File: src/rtl/lsu_pkg.sv
// rtl/lsu_pkg.sv - shared funct3 codes, FSM states and lane helpers for the load/store unit
package lsu_pkg;

    localparam logic [2:0] F3_B  = 3'b000;
    localparam logic [2:0] F3_H  = 3'b001;
    localparam logic [2:0] F3_W  = 3'b010;
    localparam logic [2:0] F3_BU = 3'b100;
    localparam logic [2:0] F3_HU = 3'b101;

    localparam logic [3:0] STRB_B = 4'b0001;
    localparam logic [3:0] STRB_H = 4'b0011;
    localparam logic [3:0] STRB_W = 4'b1111;

    typedef enum logic [1:0] {
        ST_IDLE   = 2'd0,
        ST_ACCESS = 2'd1,
        ST_RESP   = 2'd2
    } lsu_state_e;

    // Unsigned widths exist only for loads.
    function automatic logic f3_legal(input logic [2:0] f3, input logic we);
        case (f3)
            F3_B, F3_H, F3_W: return 1'b1;
            F3_BU, F3_HU:     return !we;
            default:          return 1'b0;
        endcase
    endfunction

    // f3[1:0]==01 covers both H and HU.
    function automatic logic f3_misaligned(input logic [2:0] f3, input logic [1:0] off);
        return ((f3[1:0] == 2'b01) && off[0]) || ((f3 == F3_W) && (off != 2'b00));
    endfunction

    function automatic logic [3:0] f3_strobe(input logic [2:0] f3, input logic [1:0] off);
        case (f3[1:0])
            2'b00:   return STRB_B << off;
            2'b01:   return STRB_H << off;
            default: return STRB_W;
        endcase
    endfunction

    function automatic logic [31:0] f3_lane_data(input logic [2:0] f3, input logic [31:0] wd);
        case (f3[1:0])
            2'b00:   return {4{wd[7:0]}};
            2'b01:   return {2{wd[15:0]}};
            default: return wd;
        endcase
    endfunction

endpackage

File: src/rtl/lsu_load_align.sv
// rtl/lsu_load_align.sv - extracts and sign/zero-extends a load result from a memory word
module lsu_load_align
    import lsu_pkg::*;
(
    input  logic [31:0] word_i,
    input  logic [1:0]  off_i,
    input  logic [2:0]  funct3_i,
    output logic [31:0] result_o
);

    logic [31:0] shifted;

    always_comb begin
        shifted  = word_i >> {off_i, 3'b000};
        result_o = word_i;
        case (funct3_i)
            F3_B:    result_o = {{24{shifted[7]}}, shifted[7:0]};
            F3_H:    result_o = {{16{shifted[15]}}, shifted[15:0]};
            F3_BU:   result_o = {24'd0, shifted[7:0]};
            F3_HU:   result_o = {16'd0, shifted[15:0]};
            default: result_o = word_i;
        endcase
    end

endmodule

File: src/rtl/lsu_mem_master.sv
// rtl/lsu_mem_master.sv - single-command load/store initiator with variable-latency memory port
module lsu_mem_master
    import lsu_pkg::*;
#(
    parameter int ADDR_W  = 32,
    parameter int TIMEOUT = 64
) (
    input  logic              clk,
    input  logic              rst,
    input  logic              start_i,
    input  logic              we_i,
    input  logic [2:0]        funct3_i,
    input  logic [ADDR_W-1:0] addr_i,
    input  logic [31:0]       wdata_i,
    output logic              busy_o,
    output logic              done_o,
    output logic              err_o,
    output logic [31:0]       rdata_o,
    output logic              mem_req_o,
    output logic              mem_we_o,
    output logic [ADDR_W-3:0] mem_addr_o,
    output logic [3:0]        mem_wstrb_o,
    output logic [31:0]       mem_wdata_o,
    input  logic              mem_ready_i,
    input  logic [31:0]       mem_rdata_i
);

    localparam int CNT_W = $clog2(TIMEOUT);

    lsu_state_e        state_q, state_d;
    logic [ADDR_W-3:0] addr_q;
    logic              we_q;
    logic [2:0]        f3_q;
    logic [1:0]        off_q;
    logic [3:0]        strb_q;
    logic [31:0]       wdata_q;
    logic [CNT_W-1:0]  cnt_q;
    logic              err_q;
    logic [31:0]       rdata_q;

    logic        cmd_ok;
    logic        timeout_hit;
    logic [31:0] load_result;

    assign cmd_ok      = f3_legal(funct3_i, we_i) && !f3_misaligned(funct3_i, addr_i[1:0]);
    assign timeout_hit = (cnt_q == CNT_W'(TIMEOUT - 1));

    lsu_load_align u_align (
        .word_i   (mem_rdata_i),
        .off_i    (off_q),
        .funct3_i (f3_q),
        .result_o (load_result)
    );

    always_ff @(posedge clk) begin
        if (rst) state_q <= ST_IDLE;
        else     state_q <= state_d;
    end

    // Bad commands skip ACCESS so mem_req_o never rises for them.
    always_comb begin
        state_d = state_q;
        case (state_q)
            ST_IDLE:   if (start_i) state_d = cmd_ok ? ST_ACCESS : ST_RESP;
            ST_ACCESS: if (mem_ready_i || timeout_hit) state_d = ST_RESP;
            ST_RESP:   state_d = ST_IDLE;
            default:   state_d = ST_IDLE;
        endcase
    end

    always_comb begin
        busy_o      = (state_q != ST_IDLE);
        done_o      = (state_q == ST_RESP);
        err_o       = (state_q == ST_RESP) && err_q;
        mem_req_o   = (state_q == ST_ACCESS);
        mem_we_o    = we_q;
        mem_addr_o  = addr_q;
        mem_wstrb_o = strb_q;
        mem_wdata_o = wdata_q;
        rdata_o     = rdata_q;
    end

    always_ff @(posedge clk) begin
        if (rst) begin
            addr_q  <= '0;
            we_q    <= 1'b0;
            f3_q    <= 3'b000;
            off_q   <= 2'b00;
            strb_q  <= 4'b0000;
            wdata_q <= 32'd0;
            cnt_q   <= '0;
            err_q   <= 1'b0;
            rdata_q <= 32'd0;
        end else begin
            case (state_q)
                ST_IDLE: begin
                    if (start_i) begin
                        err_q <= !cmd_ok;
                        cnt_q <= '0;
                        if (cmd_ok) begin
                            addr_q  <= addr_i[ADDR_W-1:2];
                            we_q    <= we_i;
                            f3_q    <= funct3_i;
                            off_q   <= addr_i[1:0];
                            strb_q  <= we_i ? f3_strobe(funct3_i, addr_i[1:0]) : 4'b0000;
                            wdata_q <= f3_lane_data(funct3_i, wdata_i);
                        end
                    end
                end
                ST_ACCESS: begin
                    // A ready in the final cycle beats the timeout.
                    if (mem_ready_i) begin
                        err_q <= 1'b0;
                        if (!we_q) rdata_q <= load_result;
                    end else if (timeout_hit) begin
                        err_q <= 1'b1;
                    end else begin
                        cnt_q <= cnt_q + CNT_W'(1);
                    end
                end
                default: ;
            endcase
        end
    end

endmodule

File: config.mk
export PLATFORM = sky130hd
export DESIGN_NAME = lsu_mem_master
export DESIGN_NICKNAME = d
export VERILOG_FILES = /design/src/rtl/lsu_pkg.sv /design/src/rtl/lsu_load_align.sv /design/src/rtl/lsu_mem_master.sv
export SDC_FILE = /design/constraint.sdc
export NUM_CORES = 1
export LEC_CHECK = 0
export CORE_MARGIN = 1.5
export CORE_UTILIZATION = 40
export DETAILED_ROUTE_END_ITERATION = 16
export GPL_ROUTABILITY_DRIVEN = 0
export PLACE_DENSITY = 0.86
export REMOVE_ABC_BUFFERS = 1
export SYNTH_ARGS = -nofsm -noshare
export SYNTH_HDL_FRONTEND = slang
export SYNTH_SLANG_ARGS = --single-unit
File: constraint.sdc
create_clock -name clk -period 2.1 [get_ports clk]
set_input_delay 0.63 -clock clk [delete_from_list [all_inputs] [get_ports clk]]
set_output_delay 0.63 -clock clk [all_outputs]
set_load 0.01 [all_outputs]
Word-level counts from Yosys, hierarchy flattened
Index checks and enable logic that the tools add are counted.
- multiplexer cells: 17
- $add $sub $neg: 1
- bitwise logic cells: 1
- equal/unequal tests: 16
- reductions and logical operators: 23
- shift-type cells: 3
- operators by type and width (kind ; count):
    $pmux W32 S4 ; 1
    $pmux W32 S2 ; 1
    $shr A32 B5 Y16 ; 1
    $mux W6 ; 3
    $eq A3 B3 Y1 const B ; 4
    $pmux W6 S2 ; 1
    $reduce_and A3 Y1 ; 3
    $pmux W4 S2 ; 1
    $add A6 B1 Y6 const B ; 1
    $eq A3 B1 Y1 const B ; 2
    $eq A6 B6 Y1 const B ; 1
    $logic_not A3 Y1 ; 2
    $mux W2 ; 3
    $ne A2 B2 Y1 const B ; 3
    $reduce_bool A2 Y1 ; 3
    $eq A2 B1 Y1 const B ; 2
    $logic_and A1 B1 Y1 ; 4
    $logic_not A2 Y1 ; 2
    $mux W4 ; 1
    $pmux W1 S2 ; 2
    $pmux W2 S2 ; 1
    $reduce_and A4 Y1 ; 1
    $shl A1 B2 Y4 const A ; 1
    $shl A2 B2 Y4 const A ; 1
    other kinds (11) ; 16
- flip-flop bits (word level): 113
- output and inout port bits: 103
- word-level logic and storage cells: 71
- input port bits: 104

Longest topological paths before layout
- word-level depth: 8
- gate-level depth with buffers: 8

Cells and area by module
From an unflattened synthesis, not the netlist that was laid out.
- cells, all modules: 672
- area total of the unflattened synthesis: 5208.7 sq um
- modules (own cells, without submodules) (module ; area each (sq um) ; times used ; cells each):
    lsu_mem_master ; 4516.8 ; 1 ; 566
    lsu_load_align ; 691.9 ; 1 ; 106

Least setup slack after synthesis
Ideal clock, no wire load.
- kind: input-to-reg
- start point: input port mem_rdata_i[31]
- end point: register rdata_q[21], in the netlist rdata_o[21]
- setup slack: 0.325 ns
- library setup time: 0.134 ns
- data arrival time: 1.641 ns
- data required time: 1.966 ns
- cell stages on the path: 5
- cell sequence: mux2i_1 o21ai_1 o31ai_4 buf_6 a211oi_1
- word-level cells in the longest chain between the ends: 2
- ends and longest elaborated chain (item ; RTL line ; RTL):
    from (decl) ; lsu_mem_master.sv:25 ; input logic [31:0] mem_rdata_i
    $shr A32 B5 Y16 ; lsu_load_align.sv:14 ; shifted = word_i >> {off_i, 3'b000};
    $pmux W32 S4 ; lsu_load_align.sv:16 ; case (funct3_i)
    to (signal assigned) ; lsu_mem_master.sv:114 ; if (!we_q) rdata_q <= load_result;
    to (decl) ; lsu_mem_master.sv:39 ; logic [31:0] rdata_q;
Every way passes these cells.
A chain may end at the register's enable or synchronous reset.

Worst setup path after layout
- start point: register state_q[1]
- end point: output port busy_o
- word-level cells in the longest chain between the ends: 1
- ends and longest elaborated chain (item ; RTL line ; RTL):
    from (decl) ; lsu_mem_master.sv:30 ; lsu_state_e state_q, state_d;
    from (signal assigned) ; lsu_mem_master.sv:57 ; else state_q <= state_d;
    $reduce_bool A2 Y1 ; lsu_mem_master.sv:72 ; busy_o = (state_q != ST_IDLE);
    to (decl) ; lsu_mem_master.sv:15 ; output logic busy_o,
Every way passes these cells.

==> run summary <==
status - completed
Max Clk Rate - 490 MHz
Total GRT Usage - 23.7%
DIE HEIGHT - 116 microns
Tightest Hold Check Type - reg2reg
most used flip-flop cell after synthesis - dfxtp_1
top cell type's share of synthesized area - 44.4%
Internal - 4.86 mW
hpwl dp - 11200 microns
vias in the first global route - 5085
final worst path period need - 2040 ps
CP startpoint kind - flip-flop
Worst-path clk slew - 50 ps
P&R area growth vs syn - 62.9%
Buf+Inv Stages, Crit Path - 2
Antenna Violating Nets Remaining - 0
# rows - 41
Post-DP Area - 7660 sq um
CTS Buf Count - 17
Critical Path Start - state_q[1]$_SDFFE_PP0P_
worst hold margin - 451 ps
Worst-Margin Slew - 548 ps
kind of critical path - reg2out
final core utilization - 66.3%
initial antenna violation count - 1
Leak Pwr - 3.02 nW
Yosys Warn Count - 0
CTS Root Cell - clkbuf_16
first-pass GRT wire length - 24800 microns
Starting DRT DRC Count - 356
Unique masters post-synth - 43
synthesized area - 5100 sq um
# IOs - 207
Syn Inst Count - 639
post-route cell area - 8300 sq um
detailed-router iteration count before antenna repair - 5
Final Power - 6.36 mW
ratio of cells with drive above 1 in the final layout - 12.0%
Tcrit/Tclk final - 97.1%
RR Startpoint - off_q[1]$_SDFFE_PP0P_
Synth async-reset ratio - 0%
initial core utilization - 40.7%
DRC - 0
slack of the critical path - 60.1 ps
Fill cells - 1021
largest net degree at the start of global routing - 39
critical path, cell by cell - buf_4 -> or2_2 -> clkdlybuf4s15_1
worst skew pair latency - 420 ps
count of flip-flops with a built-in enable after synthesis - 0
vias post-DR - 5448
maximum VDD drop - 471 uV
CTS tree - yes
Worst Setup EP - busy_o
Critical Path Sink Type - primary output
max_slew headroom - 63.4%
pins over their slew limit - 0
antenna diode count - 0
Sink Count - 113
Nets - 975
worst endpoint required time - 1470 ps
Sw Pwr - 1.50 mW
Critical Path AT - 1410 ps
top cell family by delay on the critical path - buffers and inverters
Max stage delay on crit path - 320 ps
crit path max fanout - 3
die span in x - 116 microns
Worst path slowest cell - dfxtp_1
Clock Power Share - 48.1%
Setup Viol. Count Final - 0
Flop pwr share - 36.2%
total routed wirelength - 15700 microns
Mean Syn Cell Area - 7.98 sq um
IO buf count - 206
Worst Skew - 9.12 ps
worst slack at placement - -257 ps
combinational share of power - 15.7%
flops & latches, synth - 113
core area - 12500 sq um
post-synthesis sequential area ratio - 44.4%
Clock Tree Buf Depth - 2
Switching Share - 23.5%
max-cap violation count - 0
Stages on worst setup path - 3
H-Tree Depth - 4
reg-to-reg slack, setup - 330 ps
vias per inst - 5.16
most frequent cells after synthesis - 139 x nand2_1, 113 x dfxtp_1, 87 x a21oi_1, 60 x nor2_1, 34 x o21ai_0
cts hold-fix bufs - 0
average wire per standard cell - 14.9 microns
Reg2Reg Capture Point - rdata_o[21]$_SDFFE_PP0P_
Cell Pwr Density - 766 nW/um^2
grt ovf - 0
WHS Path Cells - 2
Yosys top cell by area - dfxtp_1
top-count cell post-synth - nand2_1
die area - 13400 sq um
top cells by area, synth - dfxtp_1 44%, nand2_1 10%, a21oi_1 8.5%
Final Hold Fails - 0
number of cells on the worst reg-to-reg path - 7
-- layer usage --
layer	vias up	wire, microns	part of all wire (%)	global-route usage, %
met5	-	13	0.083	0
met4	2	184	1.2	8.46
met3	19	1420	9.1	10.4
met2	227	7610	49	39.0
met1	2521	6450	41	27.5
li1	2679	-	-	-
-- worst min path at each step --
stage,endpoint,start
2_1_floorplan,err_q$_SDFFE_PP0P_,err_q$_SDFFE_PP0P_
3_3_place_gp,mem_addr_o[20]$_SDFFE_PP0P_,mem_addr_o[20]$_SDFFE_PP0P_
3_5_place_dp,mem_addr_o[24]$_SDFFE_PP0P_,mem_addr_o[24]$_SDFFE_PP0P_
4_1_cts,mem_addr_o[24]$_SDFFE_PP0P_,mem_addr_o[24]$_SDFFE_PP0P_
5_1_grt,mem_addr_o[24]$_SDFFE_PP0P_,mem_addr_o[24]$_SDFFE_PP0P_
6_report,mem_wstrb_o[3]$_SDFFE_PP0P_,mem_wstrb_o[3]$_SDFFE_PP0P_
-- final cells by class --
class / instances / area, sq um / share of cell area, %
multi-input combinational: 471 / 2600 / 31.3
sequential: 113 / 2270 / 27.3
tap: 172 / 215 / 2.59
inverter: 4 / 15.0 / 0.181
timing repair buffer: 263 / 2570 / 31.0
clock buffer: 22 / 474 / 5.71
clock inverter: 10 / 156 / 1.88
-- cell families after synthesis --
family	Yosys count	share of synthesized area, %
buffers and inverters	55	5.25
and+or+nand+nor	259	22.8
muxes	28	5.52
AOI/OAI and AO/OA	183	21.8
DFF	113	44.4
adders and majority gates	1	0.245
-- flip-flops by register name, indices dropped and copies added, names as in the netlist --
signal and count:
err_q 1, mem_we_o 1, mem_addr_o 30, rdata_o 32, off_q 2, mem_wstrb_o 4, cnt_q 6, f3_q 3
mem_wdata_o 32, state_q 2
-- cell usage in the layout (no fill, tap or decap), types with 2 or more instances in the layout --
master / instances
or3_1: 5
o32ai_1: 7
a311oi_1: 8
buf_12: 7
clkinv_2: 4
a211oi_1: 32
clkbuf_1: 2
o211ai_1: 4
nand3_1: 3
buf_4: 51
nand2_1: 139
inv_1: 4
a21oi_1: 87
nor2_1: 60
o21ai_0: 34
and2_1: 7
mux2i_1: 27
dlygate4sd2_1: 3
clkbuf_8: 3
nor3_1: 4
nand2b_1: 18
clkdlybuf4s50_1: 201
or2_2: 4
bufinv_16: 4
dfxtp_1: 111
clkbuf_16: 17
nand3b_1: 7
nor2b_1: 3
-- power by group through the flow --
stage          combinational (mW)  clock (mW)  sequential (mW)
2_1_floorplan               0.300           0             2.38
6_report                    0.999        3.06             2.30
4_1_cts                     0.997        3.10             2.30
3_5_place_dp                0.989           0             2.34
3_3_place_gp                0.979           0             2.34
5_1_grt                      1.09        3.22             2.31
-- stage by stage --
step / TNS (ps) / cells
2_1_floorplan: -120920 / 588
3_3_place_gp: -11900 / 1023
3_5_place_dp: -15440 / 1023
4_1_cts: 0 / 1055
5_1_grt: -3.74 / 1055
6_report: 0 / 1055
-- worst register-to-register path: cells and delay by family, from the launching register on --
family | cells | cell delay (ps)
compound gates | 2 | 320
buf+inv | 3 | 550
flops | 1 | 390
simple gates | 1 | 80
mux | 1 | 310
-- repair_timing --
item / 4_1_cts / 5_1_grt
pin swaps: 0 / 0
setup endpoints to repair: 4 / 15
setup buffers: 0 / 0
gates resized for setup: 6 / 3
Note: power is estimated with default switching activity, not from simulation.
==> edit 1 (same settings) <==
Re-encode `lsu_state_e` (3 states) as one-hot, 3 bits wide.
--- a/src/rtl/lsu_pkg.sv
+++ b/src/rtl/lsu_pkg.sv
@@ -13,6 +13,6 @@
 
-    typedef enum logic [1:0] {
-        ST_IDLE   = 2'd0,
-        ST_ACCESS = 2'd1,
-        ST_RESP   = 2'd2
+    typedef enum logic [2:0] {
+        ST_IDLE   = 3'b001,
+        ST_ACCESS = 3'b010,
+        ST_RESP   = 3'b100
     } lsu_state_e;
Check against the original RTL: no difference found for any inputs over 4 cycles, from zero or initial values and one cycle with rst high; so few cycles prove little.
==> edit 1 against the unedited design <==
Cell area rose by 0.78%. Area after synthesis rose by 2.6%. Global-route usage rose by 0.55 points. Setup slack improved by 22 ps. Largest power group unchanged. Power fell by 4.2%. First-iteration DRC count rose by 38%. Routed wire length rose by 8.9%. Sequential cell count rose by 1.
==> edit 1: results <==
group,metric,value,unit
synth,synth.area.top_cells,"dfxtp_1, nand2_1, a21oi_1, mux2i_1, clkbuf_1",
place,hpwl,12000,um
clocking,worstSkewPairLatency,410,ps
detailed_routing,first_pass_iters,5,
clocking,htree_levels,4,
final_layout,diodes,0,
grt,grt_pass1_wl,27100,um
final_layout,fillCellCount,1024,
synth,ys_top_cells_by_count,"nand2_1, dfxtp_1, a21oi_1, clkbuf_1",
setup_path,critical_path.max_fanout,5,
sta,clock_skew,9.17,ps
worst_hold_path,min_path_type,"reg -> reg",
clocking,cts-root-buf,"clkbuf_16",
place,dp_cells,1022,
grt,antenna_found_initial,0,
sta,slew_headroom,65.6,%
grt,grt_start_max_net_pins,40,
setup_path,critPathSlowestCell,"dfxtp_1",
synth,seq_area_frac_synth,43.7,%
detailed_routing,num_vias,5655,
setup_path,crit_path_max_incr_delay,360,ps
synth,synth_cell_types,45,
place,placed_cell_area,0.00775,mm2
place,io_buffers,206,
clocking,cts_buffers,17,
detailed_routing,wl,17100,um
detailed_routing,initialDrtViolationCount,490,
clocking,ctsLongestPathBuffers,2,
synth,ys.warnings.count,0,
power,vdd_drop_max,0.513,mV
synth,synth-async-reset-ratio,0,%
final_layout,layout.nets,974,
outcome,status,"finished clean",
grt,grt_pass1_vias,5357,
clocking,clkTransAtPathRegs,50,ps
setup_path,arrival,1390,ps
synth,syn_avg_cell_area,8.02,um2
final_layout,final_area,0.00836,mm2
final_layout,instances_no_fill,1053,
power,cellLeakagePower,0.00299,uW
final_layout,layout-drive-gt1-share,12.5,%
grt,grt_use_total,24.3,%
power,internal-power,4610,uW
-- edit 1: cell types whose count changed in the layout (fill, tap and decap cells not counted), moves of 10 or more --
cell | unedited run | this run
nor2_1 | 60 | 29
a211oi_1 | 32 | 8
nand2_1 | 139 | 154
nor2b_1 | 3 | 18
nand2b_1 | 18 | 4
nor3_1 | 4 | 17
o21ai_0 | 34 | 21
o22ai_2 | 0 | 10
-- edit 1: cell families after synthesis --
group,share of synthesized area [%]
simple gates,21.3
compound gates,24.2
flops,43.7
buf+inv,4.83
mux,5.74
fa+ha+maj,0.239
-- edit 1: worst paths after layout --
check | from | endpoint | slack, ps | depth (start not counted)
worst max-delay path | state_q[0] | done_o | 80 | 3
worst max register to register | state_q[1] | rdata_o[14] | 140 | 5
worst min register to register | mem_addr_o[4] | mem_addr_o[4] | 450 | 2
worst min-delay path | mem_addr_o[4] | mem_addr_o[4] | 450 | 2
-- edit 1: layer usage --
metal  share of wire, %  global-route usage (%)  up-vias
li1                   -                       -     2755
met1                 41                    28.4     2586
met2                 47                    39.8      271
met3                9.4                    8.90       43
met4                2.6                    10.5        0
met5                  0                       0        -
-- edit 1: power by group through the flow --
stage          logic [uW]  clock network, uW  registers (uW)
2_1_floorplan         269                  0            2370
3_3_place_gp          884                  0            2330
3_5_place_dp          894                  0            2330
4_1_cts               903               2920            2290
5_1_grt               970               3040            2300
6_report              907               2890            2290
-- edit 1: worst max-delay path, delay by kind of cell, from the launching register on --
kind	cells	cell delay (ps)
buf+inv	2	380
simple gates	1	240
flops	1	360
-- edit 1: area by class of cell --
class | count | share of cell area (%)
Clock buffer | 22 | 5.91
Clock inverter | 9 | 1.24
Inverter | 2 | 0.0898
Multi-Input combinational cell | 474 | 32.6
Sequential cell | 114 | 27.3
Tap cell | 172 | 2.57
Timing Repair Buffer | 260 | 30.3
-- edit 1: stage by stage --
step	TNS (ps)	worst slack, ps	hold slack, ps
after floorplan	-75100	-914	440
after detailed placement	-20140	-302	448
after global routing	0	0.806	469
final	0	82.0	450
after global placement	-12430	-192	440
after CTS	0	26.3	454
-- edit 1: what timing repair did --
action,in CTS,in global routing
pin swaps,0,1
hold buffers,0,0
resized for setup,12,5
setup endpoints to repair,3,5
buffers inserted,0,0
==> edit 2 (same flow settings) <==
Made on the original files. Change the parameter `TIMEOUT` from 64 to 128.
--- a/src/rtl/lsu_mem_master.sv
+++ b/src/rtl/lsu_mem_master.sv
@@ -5,3 +5,3 @@
     parameter int ADDR_W  = 32,
-    parameter int TIMEOUT = 64
+    parameter int TIMEOUT = 128
 ) (
Function: no difference found for any inputs over 4 cycles, from zero or initial values and one cycle with rst high; that may be too few to reach the edited logic, so the function may still have changed.
==> edit 2 against the unedited design <==
Cell area fell by 2.8%. Power fell by 1.2%. Area after synthesis fell by 2.9%. Worst hold slack got worse by 1.3 ps. Sequential cell count rose by 1. First-iteration DRC count rose by 49%. Utilization rose by 0.55 points. Register-to-register slack improved by 40 ps. Count of clock-buffer cells in the layout rose by 1. Synthesized cell count fell by 4.5%. Routed wire length rose by 5.2%. Setup slack improved by 7.7 ps. Clock power fell by 2%.
==> edit 2: results <==
group,metric,value,unit
sta,slew_headroom,69.5,%
power,cellLeakagePower,0.00293,uW
synth,ys_top_cells_by_count,"nand2_1, dfxtp_1, a21oi_1, nor2_1, clkbuf_1",
detailed_routing,wl,16500,um
worst_hold_path,hp-start,"mem_wdata_o[2]",
setup_path,arrival,1400,ps
synth,yosysTopAreaCellShare,46.1,%
grt,grt_pass1_vias,5273,
synth,seq_area_frac_synth,46.1,%
detailed_routing,initialDrtViolationCount,531,
grt,grt_util_met3,10.1,%
place,hpwl,11000,um
setup_path,cp-startpoint,"mem_we_o",
power,vdd_drop_max,0.661,mV
setup_path,critical_path.max_fanout,4,
sta,clock_skew,5.69,ps
synth,synthCells,610,
synth,synth-async-reset-ratio,0,%
place,dp_cells,977,
clocking,htree_levels,4,
final_layout,layout-drive-gt1-share,10.7,%
grt,grt_use_total,25.4,%
grt,met1_usage,28.0,%
grt,grt_start_max_net_pins,43,
synth,synth_cell_types,46,
final_layout,instances_no_fill,1009,
synth,synth.area.top_cells,"dfxtp_1, nand2_1, a21oi_1, mux2i_1, a211oi_1",
final_layout,layout.nets,933,
final_layout,fillCellCount,952,
setup_path,timing.rr.start,"state_q[0]",
grt,grt_pass1_wl,25800,um
setup_path,critPathSlowestCell,"clkdlybuf4s50_1",
grt,grtUsageMet2,43.0,%
outcome,status,"finished clean",
detailed_routing,via_per_inst,5.36,
setup_path,crit_family,"buffers and inverters",
power,internal-power,4780,uW
## edit 2: changes by cell type after synthesis, sizes merged, moves of 6 or more
cell,before,now
clkbuf,24,32
a211oi,32,25
nand2,139,145
and2,7,1
inv,4,10
o21ai,36,20
buf,27,18
nand2b,18,4
a2bb2oi,0,7
nand3b,8,2
o221ai,0,15
nor2,60,49
## edit 2: path summary, 6_finish.rpt
kind,end,cells after the start,slack [ps]
worst min-delay path,mem_wdata_o[2],2,450
worst max register to register,mem_wdata_o[8],5,370
worst max-delay path,mem_we_o,1,70
worst min register to register,mem_wdata_o[2],2,450
## edit 2: cells by family after synthesis
family | synth area share, %
AO/OA/AOI/OAI | 23.9
XOR/XNOR | 0.531
adder cells (fa/ha/maj) | 0.253
buffers and inverters | 5.51
flip-flops | 46.1
multiplexers | 5.72
AND/OR/NAND/NOR | 18.0
## edit 2: timing repair
item,4_1_cts,5_1_grt
buffers inserted,0,0
setup endpoints to repair,4,6
gates resized for setup,8,4
hold buffers,0,0
pin swaps,0,0
## edit 2: per-layer routing
metal  share of wire [%]  wire length [um]  vias up
li1                    -                 -     2579
met2                  48              7850      285
met4                 2.6               435        2
met3                  10              1680       38
met1                  39              6500     2503
met5               0.073                12        -
## edit 2: stage by stage
step	instance area [um2]	worst slack, ps	hold slack, ps	total power, uW	util [%]
2_1_floorplan	4720	-1010	443	2670	-
3_3_place_gp	7420	-285	439	3270	61.5
3_5_place_dp	7420	-383	444	3290	61.5
4_1_cts	8050	49.6	451	6310	66.7
5_1_grt	8060	0.813	467	6490	66.9
6_report	8060	67.8	450	6280	66.9
## edit 2: cell type report
class | count | area [um2] | area share [%]
multi-input combinational | 435 | 2430 | 30.2
inverter | 11 | 41.3 | 0.512
timing repair buffer | 249 | 2470 | 30.6
clock inverter | 9 | 126 | 1.57
tap | 168 | 210 | 2.61
clock buffer | 23 | 498 | 6.18
sequential | 114 | 2280 | 28.3
## edit 2: tightest hold or removal path, stage by stage, from the launching register on
cell and delay [ps]:
dfxtp_1 300, nand2_1 50, a21oi_1 50
## edit 2: power by group through the flow
stage | Clock, uW | Combinational, uW | Sequential, uW
after global placement | 0 | 922 | 2350
after detailed placement | 0 | 936 | 2350
final | 3010 | 953 | 2310
after floorplan | 0 | 277 | 2390
after global routing | 3150 | 1020 | 2320
after CTS | 3050 | 948 | 2310
